--- src/rtl/mmio_bridge.sv ---
// Address decoder between the CPU data port and dmem, with the Tetris peripherals
// (key-event FIFO, gravity timer, score register) mapped into the top page.
module mmio_bridge #(
   parameter int          KEY_DEPTH     = 4,
   parameter logic [31:0] TIMER_DEFAULT = 32'd1000000,
   parameter logic [11:0] MMIO_BASE     = 12'hF00
) (
   input  logic        clock,
   input  logic        reset,
   input  logic [11:0] cpu_addr,
   input  logic [31:0] cpu_wdata,
   input  logic        cpu_wren,
   input  logic        cpu_strobe,
   output logic [31:0] cpu_rdata,
   output logic [11:0] dmem_addr,
   output logic [31:0] dmem_data,
   output logic        dmem_wren,
   input  logic [31:0] dmem_q,
   input  logic        key_valid,
   input  logic [7:0]  key_code,
   output logic        tick,
   output logic [31:0] score
);
   localparam int PW = $clog2(KEY_DEPTH);
   localparam int CW = PW + 1;
   localparam logic [CW-1:0] FULL_COUNT = CW'(KEY_DEPTH);

   localparam logic [11:0] OFF_KEY_STATUS   = 12'd0;
   localparam logic [11:0] OFF_KEY_DATA     = 12'd1;
   localparam logic [11:0] OFF_TIMER_PERIOD = 12'd2;
   localparam logic [11:0] OFF_TIMER_FLAG   = 12'd3;
   localparam logic [11:0] OFF_SCORE        = 12'd4;
   localparam logic [11:0] OFF_TIMER_COUNT  = 12'd5;

   logic [7:0]    key_mem [KEY_DEPTH];
   logic [PW-1:0] rd_ptr_reg, wr_ptr_reg;
   logic [CW-1:0] occ_reg;
   logic          ovf_reg;
   logic [31:0]   period_reg, count_reg, score_reg;
   logic          flag_reg, tick_reg;
   logic          region_reg;
   logic [31:0]   periph_rdata_reg, periph_rdata_next;

   logic        is_mmio;
   logic [11:0] offset;
   logic        rd_stb, wr_stb;
   logic        fifo_empty, fifo_full;
   logic        pop, push_ok, push_drop;
   logic        period_wr, expire;
   logic [4:0]  occ_ext;

   assign is_mmio    = (cpu_addr >= MMIO_BASE);
   assign offset     = cpu_addr - MMIO_BASE;
   assign rd_stb     = cpu_strobe & ~cpu_wren & is_mmio;
   assign wr_stb     = cpu_strobe & cpu_wren & is_mmio;
   assign fifo_empty = (occ_reg == '0);
   assign fifo_full  = (occ_reg == FULL_COUNT);
   assign pop        = rd_stb & (offset == OFF_KEY_DATA) & ~fifo_empty;
   // A pop in the same cycle frees the slot, so a push into a full FIFO still lands.
   assign push_ok    = key_valid & (~fifo_full | pop);
   assign push_drop  = key_valid & fifo_full & ~pop;
   assign period_wr  = wr_stb & (offset == OFF_TIMER_PERIOD);
   assign expire     = ~period_wr & (period_reg != '0) & (count_reg == period_reg - 32'd1);
   assign occ_ext    = 5'(occ_reg);

   assign dmem_addr = cpu_addr;
   assign dmem_data = cpu_wdata;
   assign dmem_wren = cpu_wren & cpu_strobe & ~is_mmio;
   assign cpu_rdata = region_reg ? periph_rdata_reg : dmem_q;
   assign tick      = tick_reg;
   assign score     = score_reg;

   always_comb begin
      periph_rdata_next = '0;
      case (offset)
         OFF_KEY_STATUS:   periph_rdata_next = {24'd0, ovf_reg, 2'b00, occ_ext[3:0], ~fifo_empty};
         OFF_KEY_DATA:     periph_rdata_next = fifo_empty ? 32'd0 : {24'd0, key_mem[rd_ptr_reg]};
         OFF_TIMER_PERIOD: periph_rdata_next = period_reg;
         OFF_TIMER_FLAG:   periph_rdata_next = {31'd0, flag_reg};
         OFF_SCORE:        periph_rdata_next = score_reg;
         OFF_TIMER_COUNT:  periph_rdata_next = count_reg;
         default:          periph_rdata_next = '0;
      endcase
   end

   always_ff @(posedge clock) begin
      if (push_ok) begin
         key_mem[wr_ptr_reg] <= key_code;
      end
   end

   always_ff @(posedge clock) begin
      if (reset) begin
         rd_ptr_reg       <= '0;
         wr_ptr_reg       <= '0;
         occ_reg          <= '0;
         ovf_reg          <= 1'b0;
         region_reg       <= 1'b0;
         periph_rdata_reg <= '0;
      end else begin
         region_reg       <= is_mmio;
         periph_rdata_reg <= periph_rdata_next;
         if (pop) begin
            rd_ptr_reg <= rd_ptr_reg + 1'b1;
         end
         if (push_ok) begin
            wr_ptr_reg <= wr_ptr_reg + 1'b1;
         end
         if (push_ok & ~pop) begin
            occ_reg <= occ_reg + 1'b1;
         end else if (pop & ~push_ok) begin
            occ_reg <= occ_reg - 1'b1;
         end
         // A drop in the same cycle as the status read keeps the new overflow visible.
         if (push_drop) begin
            ovf_reg <= 1'b1;
         end else if (rd_stb & (offset == OFF_KEY_STATUS)) begin
            ovf_reg <= 1'b0;
         end
      end
   end

   always_ff @(posedge clock) begin
      if (reset) begin
         period_reg <= TIMER_DEFAULT;
         count_reg  <= '0;
         flag_reg   <= 1'b0;
         tick_reg   <= 1'b0;
         score_reg  <= '0;
      end else begin
         if (period_wr) begin
            period_reg <= cpu_wdata;
            count_reg  <= '0;
            tick_reg   <= 1'b0;
         end else if (period_reg == '0) begin
            count_reg <= '0;
            tick_reg  <= 1'b0;
         end else if (expire) begin
            count_reg <= '0;
            tick_reg  <= 1'b1;
         end else begin
            count_reg <= count_reg + 32'd1;
            tick_reg  <= 1'b0;
         end
         if (expire) begin
            flag_reg <= 1'b1;
         end else if (wr_stb & (offset == OFF_TIMER_FLAG)) begin
            flag_reg <= 1'b0;
         end
         if (wr_stb & (offset == OFF_SCORE)) begin
            score_reg <= cpu_wdata;
         end
      end
   end
endmodule
--- config.mk ---
export PLATFORM = sky130hd
export DESIGN_NAME = mmio_bridge
export DESIGN_NICKNAME = d
export VERILOG_FILES = /design/src/rtl/mmio_bridge.sv
export SDC_FILE = /design/constraint.sdc
export NUM_CORES = 1
export LEC_CHECK = 0
export ABC_AREA = 1
export CAP_MARGIN = 20
export CORE_UTILIZATION = 40
export CTS_CLUSTER_DIAMETER = 150
export DETAILED_ROUTE_END_ITERATION = 10
export PLACE_DENSITY = 0.7
export SLEW_MARGIN = 20
export SYNTH_ARGS = -nofsm -noshare
export SYNTH_HDL_FRONTEND = slang
export SYNTH_SLANG_ARGS = --single-unit
--- constraint.sdc ---
create_clock -name clock -period 3.5 [get_ports clock]
set_clock_uncertainty 0.05 [all_clocks]
set_input_delay 0.35 -clock clock [delete_from_list [all_inputs] [get_ports clock]]
set_output_delay 0.35 -clock clock [all_outputs]
set_load 0.02 [all_outputs]
==> impl_metrics.ini, run 1 <==
[synth]
synth_edf_count = 32
synth_top_cell_area_share = 0.293
syn_avg_cell_area_um2 = 7.34
yosys-top-cells-count = nand2_1 (256), inv_1 (181), nor2_1 (159), dfxtp_1 (141), o21ai_0 (93)
ys.warnings.count = 0
seq_area_frac_synth = 0.392
syn_area_um2 = 9650
synth_cell_types = 44
synthTopCellsByArea = dfxtp_1 (29%), edfxtp_1 (10%), nand2_1 (10%)
synth_area_leader_cell = dfxtp_1
synth.most_common_cell = nand2_1
synth-seq-cells = 173
synth_cells = 1314
syn_nets = 1412
synth_flop_cell = dfxtp_1
synthArstFlopShare = 0

[setup_path]
crit_chain = inv_1 > ha_1 > nand2_2 > nor2_2 > buf_4 > nand3_1 > nand2_1 > nand2_1 > nand2_1 > nand2_1 > nor2_1 > nand2_1 > nor2_1 > nand2_1 > nand2_4 > nor2_1
max_stage_delay_ns = 0.38
arrival_ns = 3.21
reg2reg_slack_ns = 0.55
r2r_end = count_reg[11]$_SDFF_PP0_
reg2reg_from = period_reg[0]$_SDFFE_PP0P_
worstRegToRegCells = 16
worstPathRequired_ns = 3.76
crit_path_end_kind = flip-flop
crit_path_start_kind = flip-flop
crit_top_cell = nand2_1
critPathKind = reg2reg
crit_path_max_fanout = 32
cp_slowest_cell = nor2_2

[hold_path]
min_from = rd_ptr_reg[0]$_SDFFE_PP0N_
min_path_type = reg2reg
hold_path_end = rd_ptr_reg[0]$_SDFFE_PP0N_
hold_depth = 2

[die]
std_cell_rows = 56
die_w_um = 157
die_area_um2 = 24700
die_height_um = 157
start_util = 0.410
boundaryPins = 199
coreArea_um2 = 23500

[timing]
hold_violations = 0
fin_tns_setup_ns = 0
rsz0062_at_grt = false
worst_slew_pin_slew_ns = 0.718
min_period_ns = 2.95
drv_slew = 0
fmax_mhz = 339
timing.hold.ws_ns = 0.422
min_period_over_period = 0.842
max_slew_margin = 0.520
setup_viol = 0

[routing]
via_per_inst = 5.07
drt_iter0_drc = 955
num_vias = 9098
drc = 0
routedWlPerCell_um = 17.0
drtAntennaViolNets = 0
dr.pass1.iters = 5
wl_mm = 30.4

[global_route]
overflow = 0
antenna_found_initial = 0
grt_max_degree = 73
grt_pass1_wl_mm = 47.1
grt_usage = 0.254
first_global_vias = 8654

[cts]
h-tree-depth = 4
cts_buffers = 17
cts_resized = 0
clk_pin_slew_worst_paths_ns = 0.09
root_buffer = clkbuf_16
clock_latency_ns = 0.45
hold_buffers = 0
numClockSinks = 173
cts_tree = built
postCtsSetupBuffers = 0
cts.path.max_buffers = 2

[placement]
port-buffer-count = 198
gp_congestion = 0.982
dp.final_hpwl_mm = 23.8

[layout]
nets = 1559
regArea_um2 = 3780
diodes = 0
fillers = 2320
multi_input_area_um2 = 4610
syn_to_final_growth_pct = 27.4
drive_above_1_share = 0.0855

[power]
leakagePower_nw = 5.04
ir_drop_uv = 302
power_density_nw_per_um2 = 372

[flow_run]
maxCapViolations = 0

[run_status]
outcome = completed
[cells in the final DEF, fill, tap and decap left out, types with 18 or more instances in the layout]
| cell | netlist | final |
|---|---|---|
| nand2_1 | 256 | 256 |
| dfxtp_1 | 141 | 141 |
| nor2_2 | 18 | 18 |
| nand4_1 | 19 | 19 |
| o21ai_0 | 93 | 93 |
| o221ai_1 | 20 | 20 |
| a21oi_1 | 68 | 68 |
| mux2_2 | 32 | 32 |
| edfxtp_1 | 32 | 32 |
| clkdlybuf4s50_1 | 0 | 198 |
| inv_1 | 181 | 181 |
| nor2_1 | 159 | 157 |
| buf_4 | 46 | 21 |
| nand3_1 | 47 | 47 |
| xor2_1 | 40 | 40 |
| nor3_1 | 23 | 23 |
[layout make-up]
cell class	count	area share
clock buffers	17	0.0346
inverters	185	0.0565
flip-flops and latches	173	0.308
well taps	319	0.0325
repair buffers	219	0.174
clock inverters	15	0.0188
multi-input cells	865	0.376
[per-stage QoR]
stage | setup slack (ns) | instance area (um^2) | utilization | cells | total power [mW]
global route | 0.308 | 12300 | 0.522 | 1793 | 4.72
CTS | 0.585 | 12300 | 0.522 | 1793 | 4.60
global placement | 0.554 | 11600 | 0.494 | 1761 | 2.54
floorplan | 1.21 | 9650 | - | 1314 | 2.34
finish | 0.552 | 12300 | 0.522 | 1793 | 4.58
detailed placement | 0.483 | 11600 | 0.494 | 1761 | 2.55
[routing by layer]
layer | track usage | share of wire
met5 | 0 | 0
met4 | 0.0675 | 0.018
met3 | 0.0631 | 0.11
met2 | 0.369 | 0.42
met1 | 0.370 | 0.46
[power by group]
part           internal [mW]  switching [mW]
Combinational          0.220           0.212
Sequential              2.06          0.0143
Clock                   1.02            1.05
Total                   3.30            1.28
[cell families after synthesis]
family	after synthesis	synth area share
adders and majority gates	9	0.0125
muxes	32	0.0373
xor gates and xnor gates	58	0.0541
AOI/OAI and AO/OA	212	0.124
DFF	173	0.392
buffers and inverters	276	0.131
and+or+nand+nor	554	0.249
[worst max-delay path: cells and delay by family, from the launching register on]
| kind | cells | cell delay [ns] |
|---|---|---|
| DFF | 1 | 0.35 |
| buffers and inverters | 2 | 0.36 |
| adders and majority gates | 1 | 0.25 |
| and+or+nand+nor | 13 | 1.78 |
[worst max-delay path by stage]
| stage | depth (start not counted) | slack [ns] | end | startpoint |
|---|---|---|---|---|
| 4_1_cts | 16 | 0.58 | count_reg[11]$_SDFF_PP0_ | period_reg[0]$_SDFFE_PP0P_ |
| 3_5_place_dp | 17 | 0.48 | occ_reg[2]$_SDFFE_PP0P_ | cpu_addr[9] |
| 2_1_floorplan | 12 | 1.21 | occ_reg[1]$_SDFFE_PP0P_ | cpu_addr[9] |
| 5_1_grt | 15 | 0.31 | count_reg[0]$_SDFF_PP0_ | period_reg[0]$_SDFFE_PP0P_ |
| 3_3_place_gp | 17 | 0.55 | occ_reg[2]$_SDFFE_PP0P_ | cpu_addr[10] |
| 6_report | 16 | 0.55 | count_reg[11]$_SDFF_PP0_ | period_reg[0]$_SDFFE_PP0P_ |
Power figures use the tool's default switching activity.
==> inputs of run 2 (changes only) <==
==> constraint.sdc (replaced) <==
create_clock -name clock -period 3.08 [get_ports clock]
set_clock_uncertainty 0.05 [all_clocks]
set_input_delay 0.308 -clock clock [delete_from_list [all_inputs] [get_ports clock]]
set_output_delay 0.308 -clock clock [all_outputs]
set_load 0.02 [all_outputs]
==> run 2 against run 1 <==
  * Sequential power is 14% higher
  * Combinational power is 16% higher
  * Flip-flop and latch count stayed put
  * Critical path type unchanged
  * Critical endpoint is now count_reg[14]$_SDFF_PP0_
==> impl_metrics.ini, run 2 (same netlist as run 1, synthesis figures left out) <==
[global_route]
first_global_vias = 8410
overflow = 0
grt_pass1_wl_mm = 47.1
antenna_found_initial = 0
grt_max_degree = 73
grt_usage = 0.254

[setup_path]
crit_path_max_fanout = 20
crit_path_start_kind = flip-flop
crit_path_end_kind = flip-flop
critPathKind = reg2reg
arrival_ns = 2.99
worstPathRequired_ns = 3.37

[power]
power_switching_mw = 1.40
p_clk_frac = 0.442
swShare = 0.273
p_seq_frac = 0.460
p_int_mw = 3.72
leakagePower_nw = 5.08
pwr-share-comb = 0.098
ir_drop_uv = 314
power_density_nw_per_um2 = 415

[die]
die_w_um = 157
boundaryPins = 199
coreArea_um2 = 23500
die_height_um = 157
die_area_um2 = 24700
std_cell_rows = 56
start_util = 0.410

[cts]
root_buffer = clkbuf_16
clock_latency_ns = 0.46
cts_buffers = 17
cts.path.max_buffers = 2
cts_resized = 0
h-tree-depth = 4
cts_tree = built
postCtsSetupBuffers = 0
clk_pin_slew_worst_paths_ns = 0.08
numClockSinks = 173
hold_buffers = 0

[timing]
worst_slack_ns = 0.382
fmax_mhz = 371
rsz0062_at_grt = false
drv_slew = 0
worst_slew_pin_slew_ns = 0.557
min_period_over_period = 0.876
min_period_ns = 2.70
timing.hold.ws_ns = 0.403
hold_violations = 0
fin_tns_setup_ns = 0
setup_viol = 0
max_slew_margin = 0.626

[routing]
drc = 0
drt_iter0_drc = 969
routedWlPerCell_um = 17.2
via_per_inst = 5.18
dr.pass1.iters = 6
drtAntennaViolNets = 0
wl_mm = 31.0
num_vias = 9331

[layout]
fillers = 2327
drive_above_1_share = 0.0898
post-route-util = 0.525
stdcell_area_um2 = 12400
final_common_cell = nand2_1
syn_to_final_growth_pct = 28.1
diodes = 0
final_cell_mix = nand2_1 (256), clkdlybuf4s50_1 (198), inv_1 (181)
nets = 1566

[flow_run]
maxCapViolations = 0

[placement]
dp.final_hpwl_mm = 24.3
pre_cts_ws_ns = 0.227
port-buffer-count = 198
gp_congestion = 1.03
place_area_um2 = 11700

[hold_path]
min_path_type = in2reg

[run_status]
outcome = completed
## run 2: cell count changes in the layout (fill, tap and decap cells not counted), sizes merged
| cell | before | now |
|---|---|---|
| buf | 21 | 28 |
| clkinv | 7 | 6 |
| inv | 193 | 194 |
## run 2: through the flow
stage,total power [mW],instances
floorplan,2.66,1314
global placement,2.90,1768
detailed placement,2.91,1768
CTS,5.14,1800
global route,5.27,1800
finish,5.13,1800
## run 2: final timing paths
| path | start | to | slack (ns) | cells past startpoint |
|---|---|---|---|---|
| setup reg to reg | period_reg[1]$_SDFFE_PP0P_ | count_reg[14]$_SDFF_PP0_ | 0.38 | 17 |
| hold reg to reg | rd_ptr_reg[0]$_SDFFE_PP0N_ | rd_ptr_reg[0]$_SDFFE_PP0N_ | 0.43 | 2 |
| hold / removal | cpu_wdata[11] | score[11]$_SDFFE_PP0P_ | 0.40 | 3 |
| setup / recovery | period_reg[1]$_SDFFE_PP0P_ | count_reg[14]$_SDFF_PP0_ | 0.38 | 17 |
## run 2: layout make-up
class,count,area [um^2],share of cell area
multi-input combinational,865,4610,0.373
sequential,173,3780,0.306
timing repair buffer,226,2250,0.182
inverter,185,694,0.0562
clock buffer,17,425,0.0344
tap,319,399,0.0323
clock inverter,15,189,0.0153
## run 2: power groups by stage
stage,combinational [mW],clock [mW],sequential (mW)
finish,0.502,2.27,2.36
global route,0.539,2.37,2.36
CTS,0.505,2.28,2.36
detailed placement,0.503,0,2.41
global placement,0.496,0,2.41
floorplan,0.258,0,2.40
## run 2: worst max-delay path: stages (launching register included)
cell and delay, ns:
dfxtp_1 0.33, inv_1 0.12, ha_1 0.25, nand2_2 0.12, nor2_2 0.22, buf_4 0.22
nand2_2 0.10, nor2_1 0.12, nand2_1 0.07, nand3_1 0.21, nand2_1 0.08, nor2_1 0.11
nand2_1 0.06, nor2_1 0.09, nand2_1 0.09, nand2_4 0.09, buf_12 0.18, nor2_1 0.06
## run 2: routing by layer
layer  up-vias  part of all wire  global-route usage
li1       4510                 -                   -
met1      4289              0.47               0.389
met3        37              0.11              0.0551
met5         -                 0                   0
met4         0             0.014              0.0610
met2       495              0.41               0.354
